--- config.mk ---
export PLATFORM = sky130hd
export DESIGN_NAME = rvm_socket_ctrl
export DESIGN_NICKNAME = d
export VERILOG_FILES = /design/src/rtl/rvm_socket_ctrl_pkg.sv /design/src/rtl/rvm_socket_ctrl_irq.sv /design/src/rtl/rvm_socket_ctrl.sv
export SDC_FILE = /design/constraint.sdc
export NUM_CORES = 1
export LEC_CHECK = 0
export ABC_CLOCK_PERIOD_IN_PS = 4960
export CAP_MARGIN = 20
export CORE_MARGIN = 1
export CORE_UTILIZATION = 30
export CTS_CLUSTER_SIZE = 24
export DETAILED_ROUTE_END_ITERATION = 8
export GPL_TIMING_DRIVEN = 0
export PLACE_DENSITY = 0.72
export SLEW_MARGIN = 10
export SYNTH_ARGS = -nofsm -noshare
export SYNTH_HDL_FRONTEND = slang
export SYNTH_SLANG_ARGS = --single-unit
--- constraint.sdc ---
create_clock -name clock_i -period 4.96 [get_ports clock_i]
set_input_delay 0.496 -clock clock_i [delete_from_list [all_inputs] [get_ports clock_i]]
set_output_delay 0.496 -clock clock_i [all_outputs]
set_load 0.005 [all_outputs]
--- src/rtl/rvm_socket_ctrl_pkg.sv ---
// Shared register offsets, response codes, ID constant and FSM state types for rvm_socket_ctrl.
package rvm_socket_ctrl_pkg;

    localparam logic [2:0] RegBootAddr   = 3'd0;
    localparam logic [2:0] RegIrqPending = 3'd1;
    localparam logic [2:0] RegIrqEnable  = 3'd2;
    localparam logic [2:0] RegIrqSet     = 3'd3;
    localparam logic [2:0] RegId         = 3'd4;

    localparam logic [1:0] RespOkay   = 2'b00;
    localparam logic [1:0] RespSlvErr = 2'b10;

    localparam logic [31:0] IdValue = 32'h524D_5343;

    typedef enum logic {WrIdle, WrResp} wr_state_e;
    typedef enum logic {RdIdle, RdData} rd_state_e;

    function automatic logic [31:0] strb_to_mask(input logic [3:0] strb);
        logic [31:0] mask;
        for (int i = 0; i < 4; i++) begin
            mask[8*i +: 8] = {8{strb[i]}};
        end
        return mask;
    endfunction

endpackage

--- src/rtl/rvm_socket_ctrl_irq.sv ---
// Interrupt pending/enable storage with registered irq output.
// RVM_SOCKET_CTRL_IRQ_EDGE_EN selects rising-edge source detection; default is level.
module rvm_socket_ctrl_irq #(
    parameter int unsigned NUM_IRQ = 3
) (
    input  logic               clock_i,
    input  logic               reset_ni,
    input  logic [NUM_IRQ-1:0] irq_src_i,
    input  logic               en_we_i,
    input  logic [NUM_IRQ-1:0] en_wmask_i,
    input  logic [NUM_IRQ-1:0] en_wdata_i,
    input  logic [NUM_IRQ-1:0] sw_set_i,
    input  logic [NUM_IRQ-1:0] sw_clr_i,
    output logic [NUM_IRQ-1:0] pending_o,
    output logic [NUM_IRQ-1:0] enable_o,
    output logic [NUM_IRQ-1:0] irq_o
);

    logic [NUM_IRQ-1:0] r_pending;
    logic [NUM_IRQ-1:0] r_enable;
    logic [NUM_IRQ-1:0] r_irq;
    logic [NUM_IRQ-1:0] w_hw_set;

`ifdef RVM_SOCKET_CTRL_IRQ_EDGE_EN
    logic [NUM_IRQ-1:0] r_src_prev;

    always_ff @(posedge clock_i or negedge reset_ni) begin
        if (!reset_ni) begin
            r_src_prev <= '0;
        end else begin
            r_src_prev <= irq_src_i;
        end
    end

    assign w_hw_set = irq_src_i & ~r_src_prev;
`else
    assign w_hw_set = irq_src_i;
`endif

    // Sets (hardware or software) always win over a software clear of the same bit.
    always_ff @(posedge clock_i or negedge reset_ni) begin
        if (!reset_ni) begin
            r_pending <= '0;
            r_enable  <= '0;
            r_irq     <= '0;
        end else begin
            r_pending <= (r_pending & ~sw_clr_i) | sw_set_i | w_hw_set;
            if (en_we_i) begin
                r_enable <= (r_enable & ~en_wmask_i) | (en_wdata_i & en_wmask_i);
            end
            r_irq <= r_pending & r_enable;
        end
    end

    assign pending_o = r_pending;
    assign enable_o  = r_enable;
    assign irq_o     = r_irq;

endmodule

--- src/rtl/rvm_socket_ctrl.sv ---
// AXI4-Lite register block driving an RVM core socket's boot address and interrupt lines.
// Optional macro RVM_SOCKET_CTRL_IRQ_EDGE_EN makes interrupt sources edge-sensitive.
module rvm_socket_ctrl
    import rvm_socket_ctrl_pkg::*;
#(
    parameter int unsigned           DATA_WIDTH        = 32,
    parameter int unsigned           ADDR_WIDTH        = 32,
    parameter int unsigned           NUM_IRQ           = 3,
    parameter logic [ADDR_WIDTH-1:0] BOOT_ADDR_DEFAULT = '0
) (
    input  logic                    clock_i,
    input  logic                    reset_ni,
    input  logic [ADDR_WIDTH-1:0]   s_axil_awaddr,
    input  logic                    s_axil_awvalid,
    output logic                    s_axil_awready,
    input  logic [DATA_WIDTH-1:0]   s_axil_wdata,
    input  logic [DATA_WIDTH/8-1:0] s_axil_wstrb,
    input  logic                    s_axil_wvalid,
    output logic                    s_axil_wready,
    output logic [1:0]              s_axil_bresp,
    output logic                    s_axil_bvalid,
    input  logic                    s_axil_bready,
    input  logic [ADDR_WIDTH-1:0]   s_axil_araddr,
    input  logic                    s_axil_arvalid,
    output logic                    s_axil_arready,
    output logic [DATA_WIDTH-1:0]   s_axil_rdata,
    output logic [1:0]              s_axil_rresp,
    output logic                    s_axil_rvalid,
    input  logic                    s_axil_rready,
    input  logic [NUM_IRQ-1:0]      irq_src_i,
    output logic [ADDR_WIDTH-1:0]   bootaddr_o,
    output logic [NUM_IRQ-1:0]      irq_o
);

    wr_state_e r_wr_state, w_wr_state_next;
    rd_state_e r_rd_state, w_rd_state_next;

    logic                  w_awready, w_bvalid, w_arready, w_rvalid;
    logic                  w_wr_fire, w_rd_fire;
    logic                  w_wr_ok, w_rd_ok;
    logic [2:0]            w_wr_idx, w_rd_idx;
    logic [DATA_WIDTH-1:0] w_wmask, w_wdata_m, w_boot_wide, w_rd_data;
    logic [1:0]            w_rd_resp;
    logic [NUM_IRQ-1:0]    w_pending, w_enable;
    logic                  w_en_we;
    logic [NUM_IRQ-1:0]    w_sw_set, w_sw_clr;

    logic [ADDR_WIDTH-1:0] r_bootaddr;
    logic [1:0]            r_bresp, r_rresp;
    logic [DATA_WIDTH-1:0] r_rdata;

    logic w_unused_addr;
    assign w_unused_addr = ^{s_axil_awaddr[1:0], s_axil_araddr[1:0]};

    assign w_wr_idx  = s_axil_awaddr[4:2];
    assign w_rd_idx  = s_axil_araddr[4:2];
    assign w_wr_ok   = (s_axil_awaddr[ADDR_WIDTH-1:5] == '0) && (w_wr_idx <= RegId);
    assign w_rd_ok   = (s_axil_araddr[ADDR_WIDTH-1:5] == '0) && (w_rd_idx <= RegId);
    assign w_wmask   = strb_to_mask(s_axil_wstrb);
    assign w_wdata_m = s_axil_wdata & w_wmask;

    // Write FSM
    always_ff @(posedge clock_i or negedge reset_ni) begin
        if (!reset_ni) begin
            r_wr_state <= WrIdle;
        end else begin
            r_wr_state <= w_wr_state_next;
        end
    end

    always_comb begin
        w_wr_state_next = r_wr_state;
        unique case (r_wr_state)
            WrIdle:  if (w_wr_fire) w_wr_state_next = WrResp;
            WrResp:  if (s_axil_bready) w_wr_state_next = WrIdle;
            default: w_wr_state_next = WrIdle;
        endcase
    end

    // AW and W are only ever accepted together; reset_ni keeps ready low while in reset.
    always_comb begin
        w_awready = 1'b0;
        w_bvalid  = 1'b0;
        unique case (r_wr_state)
            WrIdle:  w_awready = s_axil_awvalid & s_axil_wvalid & reset_ni;
            WrResp:  w_bvalid = 1'b1;
            default: ;
        endcase
    end

    assign w_wr_fire = w_awready;

    // Read FSM
    always_ff @(posedge clock_i or negedge reset_ni) begin
        if (!reset_ni) begin
            r_rd_state <= RdIdle;
        end else begin
            r_rd_state <= w_rd_state_next;
        end
    end

    always_comb begin
        w_rd_state_next = r_rd_state;
        unique case (r_rd_state)
            RdIdle:  if (w_rd_fire) w_rd_state_next = RdData;
            RdData:  if (s_axil_rready) w_rd_state_next = RdIdle;
            default: w_rd_state_next = RdIdle;
        endcase
    end

    always_comb begin
        w_arready = 1'b0;
        w_rvalid  = 1'b0;
        unique case (r_rd_state)
            RdIdle:  w_arready = reset_ni;
            RdData:  w_rvalid = 1'b1;
            default: ;
        endcase
    end

    assign w_rd_fire = w_arready & s_axil_arvalid;

    assign w_boot_wide = DATA_WIDTH'(r_bootaddr);

    always_comb begin
        w_rd_data = '0;
        w_rd_resp = RespOkay;
        if (!w_rd_ok) begin
            w_rd_resp = RespSlvErr;
        end else begin
            unique case (w_rd_idx)
                RegBootAddr:   w_rd_data = w_boot_wide;
                RegIrqPending: w_rd_data = DATA_WIDTH'(w_pending);
                RegIrqEnable:  w_rd_data = DATA_WIDTH'(w_enable);
                RegId:         w_rd_data = DATA_WIDTH'(IdValue);
                default:       w_rd_data = '0;
            endcase
        end
    end

    always_ff @(posedge clock_i or negedge reset_ni) begin
        if (!reset_ni) begin
            r_bootaddr <= BOOT_ADDR_DEFAULT;
            r_bresp    <= RespOkay;
            r_rresp    <= RespOkay;
            r_rdata    <= '0;
        end else begin
            if (w_wr_fire) begin
                r_bresp <= w_wr_ok ? RespOkay : RespSlvErr;
                if (w_wr_ok && (w_wr_idx == RegBootAddr)) begin
                    r_bootaddr <= ADDR_WIDTH'((w_boot_wide & ~w_wmask) | w_wdata_m);
                end
            end
            if (w_rd_fire) begin
                r_rdata <= w_rd_data;
                r_rresp <= w_rd_resp;
            end
        end
    end

    assign w_en_we  = w_wr_fire && w_wr_ok && (w_wr_idx == RegIrqEnable);
    assign w_sw_set = (w_wr_fire && w_wr_ok && (w_wr_idx == RegIrqSet)) ?
                      w_wdata_m[NUM_IRQ-1:0] : '0;
    assign w_sw_clr = (w_wr_fire && w_wr_ok && (w_wr_idx == RegIrqPending)) ?
                      w_wdata_m[NUM_IRQ-1:0] : '0;

    rvm_socket_ctrl_irq #(
        .NUM_IRQ (NUM_IRQ)
    ) u_irq (
        .clock_i    (clock_i),
        .reset_ni   (reset_ni),
        .irq_src_i  (irq_src_i),
        .en_we_i    (w_en_we),
        .en_wmask_i (w_wmask[NUM_IRQ-1:0]),
        .en_wdata_i (s_axil_wdata[NUM_IRQ-1:0]),
        .sw_set_i   (w_sw_set),
        .sw_clr_i   (w_sw_clr),
        .pending_o  (w_pending),
        .enable_o   (w_enable),
        .irq_o      (irq_o)
    );

    assign s_axil_awready = w_awready;
    assign s_axil_wready  = w_awready;
    assign s_axil_bvalid  = w_bvalid;
    assign s_axil_bresp   = r_bresp;
    assign s_axil_arready = w_arready;
    assign s_axil_rvalid  = w_rvalid;
    assign s_axil_rdata   = r_rdata;
    assign s_axil_rresp   = r_rresp;
    assign bootaddr_o     = r_bootaddr;

endmodule

# Word-level counts from Yosys, hierarchy flattened
# Index checks and enable logic that the tools add are counted.
op_classes:
  magnitude_cmp: 2
  eq_ne: 6
  muxes: 16
  bitwise_logic: 18
  n_reduce_logical: 12
op_table:
  columns: ["operator", "n"]
  rows:
  - ["32-bit one-hot mux with 4 select lines", 1]
  - ["32-bit AND", 2]
  - ["27-bit zero test", 2]
  - ["32-bit 2-to-1 mux", 1]
  - ["32-bit NOT", 1]
  - ["32-bit OR", 1]
  - ["3-bit AND", 4]
  - ["3-bit by 2-bit equality test with 1-bit output (second input constant)", 3]
  - ["3-bit OR", 3]
  - ["1-bit 2-to-1 mux", 8]
  - ["1-bit logical AND", 7]
  - ["3-bit by 1-bit equality test with 1-bit output (second input constant)", 2]
  - ["3-bit less-or-equal comparator (second input constant)", 2]
  - ["3-bit zero test", 2]
  - ["3-bit 2-to-1 mux", 2]
  - ["3-bit NOT", 2]
  - ["2-bit 2-to-1 mux", 2]
  - ["1-bit one-hot mux with 2 select lines", 2]
  - ["1-bit AND", 3]
  - ["3-bit equality test (second input constant)", 1]
  - ["1-bit NOT", 2]
  - ["2-bit AND reduction", 1]
totals:
  register_bits: 79
  inputBits: 110
  output_inout_bits: 76
  elab_cells: 63

# Longest topological paths before layout
# Gate-level depths: netlist of run 1.
depth:
  word_depth: 10
  depth_mapped: 6
  mapped_depth_nobuf: 4

# Cells and area by module
# From an unflattened synthesis of run 1, not the netlist that was laid out.
unflattened:
  hier_cells: 298
  area_unflattened_um2: 3380.7
modules_own_cells:
  columns: ["module", "instances", "cells_each", "area_each_um2", "seq_area_each_um2"]
  rows:
  - ["rvm_socket_ctrl", 1, 271, 3042.9, 1701.6]
  - ["rvm_socket_ctrl_irq", 1, 27, 337.8, 225.2]

# Worst setup path before layout of run 1
# Ideal clock, no wire load.
synth_timing:
  kind: "input to register"
  start: "in s_axil_awaddr[10]"
  end: "reg with a tool-made name"
  setup_ps: 125
  arrival_time_ps: 1978
  required_ps: 4835
  setup_slack_ps: 2857
  stages: 4
  path_cell_list: "nor4_1 -> nand2_1 -> or4_4 -> mux2_4"
synth_lines:
  columns: ["element", "line_no", "source"]
  rows:
  - ["start: declaration", "rvm_socket_ctrl.sv:13", "input logic [ADDR_WIDTH-1:0] s_axil_awaddr,"]

==> results by group, run 1 <==
Worst setup path
  – Crit. Startpoint: reset_ni
  – Worst path max stage delay: 0.70 ns
  – CP top delay family: simple AND/OR/NAND/NOR gates
  – Required time of the critical path: 5.17 ns
  – Critical Path Sink Type: flop
  – Slowest cell on crit path: nor4_4
  – Reg2reg path depth: 6
  – Reg-to-Reg End: s_axil_rdata[29]$_DFFE_PN0P_
  – Critical path class: input pin to flop
  – CP Launch Type: input pin
  – Worst path bufs/invs: 3
  – R2r startpoint: r_rd_state$_DFF_PN0_
  – R2R setup slack: 2.67 ns
  – Crit-path max FO: 44
  – Crit-path cells: buf_4 -> buf_12 -> and4b_1 -> buf_2 -> nand3_2 -> nor4_4 -> mux2_2
  – Worst Path Arrival: 2.96 ns

Layout
  – Number of fill cells: 1002
  – Post-layout util: 51.9%
  – Area delta synth->final: 66.2%
  – Share of cells above drive strength 1: 14.1%
  – ANT cells: 0
  – Count of nets after finishing: 594
  – Final Non-Filler Cells: 629

Floorplan
  – Core box area: 11000 um2
  – Cell Rows: 38
  – Initial core utilization: 31.2%
  – Die Y-Extent: 109 um
  – Die width: 109 um
  – Full die area: 11900 um2
  – Ports: 186

STA
  – Final setup skew: 0.00663 ns
  – Relative slew slack: 51.8%
  – Worst-margin pin slew: 0.717 ns
  – Setup TNS: 0 ns
  – Tcrit/Tclk final: 55.3%
  – Slew Limit Fails: 0
  – Fmax: 0.365 GHz
  – Fin. Hold Viols: 0
  – Setup ws final: 2.22 ns
  – RSZ-0062 raised after global routing: no
  – Final setup fails: 0
  – Post-layout min period: 2.74 ns

Global routing
  – Global Route Usage Sum: 17.4%
  – Pin count of the biggest net entering global routing: 45
  – Antenna violations before repair: 0
  – First-pass GRT wire length: 15.5 mm
  – GR Overflow Total: 0
  – Vias in the first global route: 3144

Synthesis
  – Synth Area in Adders: 0%
  – Main combinational cell family by area after synthesis: simple AND/OR/NAND/NOR gates
  – Post-synthesis xor/xnor area fraction: 0%
  – Post-synth EDFFs: 0
  – Post-Synth Simple-Gate Area: 18.4%
  – Share of synthesized flip-flops with an asynchronous set or reset: 100%
  – Top cell type's share of synthesized area: 56.0%
  – Top-count cell post-synth: dfrtp_1
  – Top cells by area, synth: dfrtp_1 (56%), mux2_2 (10%), nor4_4 (4.9%)
  – Compound-Gate Fraction of Synth Area: 8.36%
  – Area leader, netlist: dfrtp_1
  – Yosys reg bits: 77
  – Yosys Warn Count: 0
  – Netlist cell types: 38
  – Post-synthesis mux area share: 12.9%
  – Mapped Area: 3440 um2
  – Register area share after synthesis: 56.0%
  – Main synth FF type: dfrtp_1
  – Syn Area/Cell: 11.7 um2
  – Most frequent cells after synthesis: dfrtp_1 (77), mux2_2 (32), nand2_1 (32)
  – Post-synthesis cell count: 293

Min path
  – Hold WC Path Type: input pin to asynchronous set/reset pin

Drt
  – WL/cell: 15.4 um
  – Antenna Nets Post-Route: 0
  – Initial drt markers: 97
  – TritonRoute pass-1 iters: 4
  – Via Count: 2969
  – Routed vias/inst: 4.72
  – Post-route DRC: 0
  – Total Wirelength: 9.70 mm

Job
  – Max-capacitance violation count: 0

Clocking
  – Clock Latency Late Sink: 0.33 ns
  – CTS resizes: 0
  – Clk pin slew, worst setup/hold paths: 0.06 ns
  – H-Tree Depth: 3
  – TritonCTS Buffers: 9
  – CTS tree: built
  – Post-CTS setup buffers: 0
  – CTS Root Cell: clkbuf_16
  – Clock Path Buffers: 2
  – Clock sinks: 77
  – CTS Hold Bufs: 0

Power and ir drop
  – Power consumption: 1.43 mW
  – Lkg Pwr: 2.41 nW
  – Worst vdd rail ir drop: 271 uV
  – Cell Pwr Density: 250 nW/um2

Run status
  – Outcome: finished clean

Placement
  – PortBufs: 178
  – Post-place setup slack: 1.79 ns
  – DP HPWL: 7.58 mm
  – Placer Congestion: 0.744
  – DP Cell Count: 613
## cells by family (layout without fill, tap and decap cells)
family | after synthesis | count (layout)
compound gates | 43 | 43
flops | 77 | 77
buf+inv | 35 | 230
mux | 39 | 39
other cells | 1 | 2
simple gates | 98 | 98
## cell type report
class	instances	area [um2]	share of cell area, %
Tap cell	140	175	3.06
Buffer	14	65.1	1.14
Clock inverter	7	75.1	1.31
Inverter	21	78.8	1.38
Clock buffer	9	225	3.94
Multi-Input combinational cell	182	1380	24.0
Timing Repair Buffer	179	1800	31.5
Sequential cell	77	1930	33.7
## layout by cell type, fill, tap and decap left out, types with 3 or more instances in the layout
| cell | n |
|---|---|
| nor4_1 | 9 |
| buf_4 | 4 |
| mux2i_1 | 4 |
| nand3b_1 | 5 |
| and2_1 | 3 |
| nor4_4 | 8 |
| clkbuf_1 | 10 |
| dfrtp_1 | 77 |
| clkbuf_16 | 9 |
| inv_1 | 21 |
| mux2_4 | 3 |
| nor2b_1 | 4 |
| nand2_1 | 32 |
| clkinvlp_4 | 3 |
| clkdlybuf4s50_1 | 177 |
| o31ai_1 | 17 |
| nand3_1 | 3 |
| nor2_1 | 22 |
| o21ai_0 | 15 |
| mux2_2 | 32 |
## through the flow
| stage | instance area (um2) | hold slack (ns) |
|---|---|---|
| after floorplan | 3450 | 0.200 |
| after global placement | 5400 | 0.459 |
| after detailed placement | 5420 | 0.466 |
| after CTS | 5720 | 0.122 |
| after global routing | 5720 | 0.139 |
| final | 5720 | 0.116 |
## how the worst max path moves through the flow
stage | to | cells past startpoint
4_1_cts | flop | 7
6_report | flop | 7
5_1_grt | flop | 7
2_1_floorplan | flop | 4
3_3_place_gp | s_axil_rdata[26]$_DFFE_PN0P_ | 7
3_5_place_dp | flop | 7
## power breakdown
| group | internal [mW] | leakage (nW) | switching (mW) |
|---|---|---|---|
| registers | 0.630 | 1.05 | 0.00145 |
| clock network | 0.391 | 0.138 | 0.263 |
| logic | 0.0904 | 1.22 | 0.0528 |
| total | 1.11 | 2.41 | 0.317 |
## layer usage
metal / vias up / track usage, % / share of wire [%]
li1: 1414 / - / -
met1: 1429 / 19.7 / 41
met2: 115 / 30.2 / 50
met3: 11 / 6.34 / 8.1
met4: 0 / 5.60 / 1.2
met5: - / 0 / 0
Power figures use the tool's default switching activity.
==> inputs of run 2 (changes only) <==
--- a/config.mk
+++ b/config.mk
@@ -5,7 +5,7 @@
 export SDC_FILE = /design/constraint.sdc
 export NUM_CORES = 1
 export LEC_CHECK = 0
-export ABC_CLOCK_PERIOD_IN_PS = 4960
+export ABC_CLOCK_PERIOD_IN_PS = 2800
 export CAP_MARGIN = 20
 export CORE_MARGIN = 1
 export CORE_UTILIZATION = 30
==> constraint.sdc (replaced) <==
create_clock -name clock_i -period 2.8 [get_ports clock_i]
set_input_delay 0.28 -clock clock_i [delete_from_list [all_inputs] [get_ports clock_i]]
set_output_delay 0.28 -clock clock_i [all_outputs]
set_load 0.005 [all_outputs]
==> run 2 against run 1 <==
Die area unchanged. Sequential share of layout area decreased by 0.39 points. Final area increased by 1.2%. Sequential power increased by 77%. Core utilization increased by 0.61 points. Worst hold slack got worse by 0.080 ns. Clock-buffer cell count unchanged. Clock skew about the same. First-iteration DRC count increased by 2.1%. Sequential cell count unchanged. Register-to-register slack got worse by 2.2 ns. Critical path depth decreased by 2.
==> results by group, run 2 (synthesized netlist as in run 1, its figures left out) <==
Clocking
  – CTS Root Cell: clkbuf_16 (unchanged)
  – CTS tree: built (unchanged)
  – H-Tree Depth: 3 (unchanged)
  – CTS resizes: 0 (unchanged)
  – Clk pin slew, worst setup/hold paths: 0.06 ns (about the same)
  – Clock Path Buffers: 2 (unchanged)
  – Clock Latency Late Sink: 0.34 ns (was 0.33 ns)
  – Clock sinks: 77 (unchanged)
  – TritonCTS Buffers: 9 (unchanged)

Floorplan
  – Core box area: 11000 um2 (unchanged)
  – Cell Rows: 38 (unchanged)
  – Die width: 109 um (unchanged)
  – Initial core utilization: 31.2% (unchanged)
  – Full die area: 11900 um2 (unchanged)
  – Ports: 186 (unchanged)
  – Die Y-Extent: 109 um (unchanged)

Drt
  – Initial drt markers: 99 (was 97)
  – Via Count: 2982 (was 2969)
  – TritonRoute pass-1 iters: 4 (unchanged)
  – Antenna Nets Post-Route: 0 (unchanged)
  – Post-route DRC: 0 (unchanged)
  – WL/cell: 15.6 um (was 15.4 um)
  – Routed vias/inst: 4.72 (about the same)
  – Total Wirelength: 9.86 mm (was 9.70 mm)

Min path
  – Hold WC Path Type: input pin to asynchronous set/reset pin (unchanged)

Global routing
  – Global Route Usage Sum: 17.7% (was 17.4%)
  – First-pass GRT wire length: 15.7 mm (was 15.5 mm)
  – GR Overflow Total: 0 (unchanged)
  – Pin count of the biggest net entering global routing: 44 (was 45)
  – Antenna violations before repair: 0 (unchanged)
  – Vias in the first global route: 3183 (was 3144)

Layout
  – Count of nets after finishing: 597 (was 594)
  – Share of cells above drive strength 1: 14.6% (was 14.1%)
  – Sequential cell area: 1930 um2 (unchanged)
  – Area delta synth->final: 68.2% (was 66.2%)
  – Commonest non-fill, non-tap cell in the layout: clkdlybuf4s50_1 (unchanged)
  – Multi-input logic area: 1380 um2 (unchanged)
  – ANT cells: 0 (unchanged)
  – Number of fill cells: 995 (was 1002)
  – Leading cell types in the layout, fill and taps excluded: clkdlybuf4s50_1 (177), dfrtp_1 (77), nand2_1 (32), mux2_2 (32), nor2_1 (22) (unchanged)

Power and ir drop
  – Power consumption: 2.55 mW (was 1.43 mW)
  – Lkg Pwr: 2.44 nW (was 2.41 nW)
  – Worst vdd rail ir drop: 480 uV (was 271 uV)
  – Cell Pwr Density: 440 nW/um2 (was 250 nW/um2)

Worst setup path
  – CP Launch Type: input pin (unchanged)
  – Worst path bufs/invs: 1 (was 3)
  – CP top delay family: simple AND/OR/NAND/NOR gates (unchanged)
  – Slowest cell on crit path: nor4_4 (unchanged)
  – Critical Path Sink Type: flop (unchanged)
  – R2R setup slack: 0.50 ns (was 2.67 ns)
  – R2r startpoint: r_wr_state$_DFF_PN0_ (was r_rd_state$_DFF_PN0_)
  – Worst path depth: 5 (was 7)
  – Crit-path cells: clkdlybuf4s50_1 -> nor4_1 -> nand2_1 -> nor4_4 -> mux2_2 (was buf_4 -> buf_12 -> and4b_1 -> buf_2 -> nand3_2 -> nor4_4 -> mux2_2)
  – Critical path class: input pin to flop (unchanged)
  – Reg2reg path depth: 5 (was 6)
  – Worst Path Arrival: 2.52 ns (was 2.96 ns)
  – Required time of the critical path: 3.01 ns (was 5.17 ns)
  – Crit. Startpoint: s_axil_awaddr[10] (was reset_ni)
  – Crit-path max FO: 9 (was 44)
  – Worst path max stage delay: 0.77 ns (was 0.70 ns)

Placement
  – PortBufs: 178 (unchanged)
  – Post-place setup slack: -0.149 ns (was 1.79 ns)
  – DP HPWL: 7.58 mm (unchanged)
  – Placer Congestion: 0.744 (unchanged)

STA
  – Final setup fails: 0 (unchanged)
  – Setup ws final: 0.491 ns (was 2.22 ns)
  – Relative slew slack: 51.8% (about the same)
  – Hold_ws: 0.0359 ns (was 0.116 ns)
  – Setup TNS: 0 ns (unchanged)
  – Fmax: 0.433 GHz
  – Worst-margin pin slew: 0.718 ns (was 0.717 ns)
  – Tcrit/Tclk final: 82.5%
  – Post-layout min period: 2.31 ns
  – Fin. Hold Viols: 0 (unchanged)
  – Slew Limit Fails: 0 (unchanged)
  – RSZ-0062 raised after global routing: no (unchanged)
  – Final setup skew: 0.00676 ns (was 0.00663 ns)

Job
  – Max-capacitance violation count: 0 (unchanged)

Run status
  – Outcome: finished clean (unchanged)
[run 2: cell types whose count changed in the layout (fill, tap and decap cells not counted)]
cell,before,now
buf_16,0,1
buf_12,1,3
[run 2: layer usage]
metal / global-route usage (%) / part of all wire (%)
met1: 20.1 / 41
met2: 30.5 / 50
met3: 6.40 / 8.4
met4: 5.79 / 1.2
met5: 0 / 0
[run 2: worst min-delay path by stage]
| stage | end |
|---|---|
| after floorplan | asynchronous set/reset pin |
| after global placement | s_axil_rdata[4]$_DFFE_PN0P_ |
| after detailed placement | u_irq.pending_o[2]$_DFF_PN0_ |
| after CTS | u_irq.pending_o[2]$_DFF_PN0_ |
| after global routing | u_irq.pending_o[2]$_DFF_PN0_ |
| final | u_irq.pending_o[2]$_DFF_PN0_ |
[run 2: area by class of cell]
type | instances | share of cell area (%)
inverter | 21 | 1.36
sequential | 77 | 33.3
clock buffer | 9 | 3.89
timing repair buffer | 182 | 32.3
clock inverter | 7 | 1.30
buffer | 14 | 1.12
tap | 140 | 3.03
multi-input combinational | 182 | 23.8
[run 2: what timing repair did]
item | CTS | global route
hold endpoints to repair | 34 | 0
buffers inserted | 0 | 0
hold buffers | 3 | 0
setup endpoints to repair | 0 | 0
[run 2: per-stage QoR]
stage	cells	util, %	cell area (um2)
3_3_place_gp	612	49.0	5400
3_5_place_dp	613	49.1	5420
5_1_grt	632	52.5	5790
4_1_cts	632	52.5	5790
2_1_floorplan	294	-	3450
6_report	632	52.5	5790
[run 2: worst min-delay path: cells and delay by family]
kind	cells	cell delay [ns]
buffers and inverters	3	0.45
[run 2: report_power, final]
| group | leakage [nW] | switching (mW) | internal (mW) | total, mW |
|---|---|---|---|---|
| clock network | 0.138 | 0.469 | 0.692 | 1.16 |
| registers | 1.05 | 0.00254 | 1.12 | 1.12 |
| logic | 1.25 | 0.0968 | 0.170 | 0.266 |
| total | 2.44 | 0.568 | 1.98 | 2.55 |
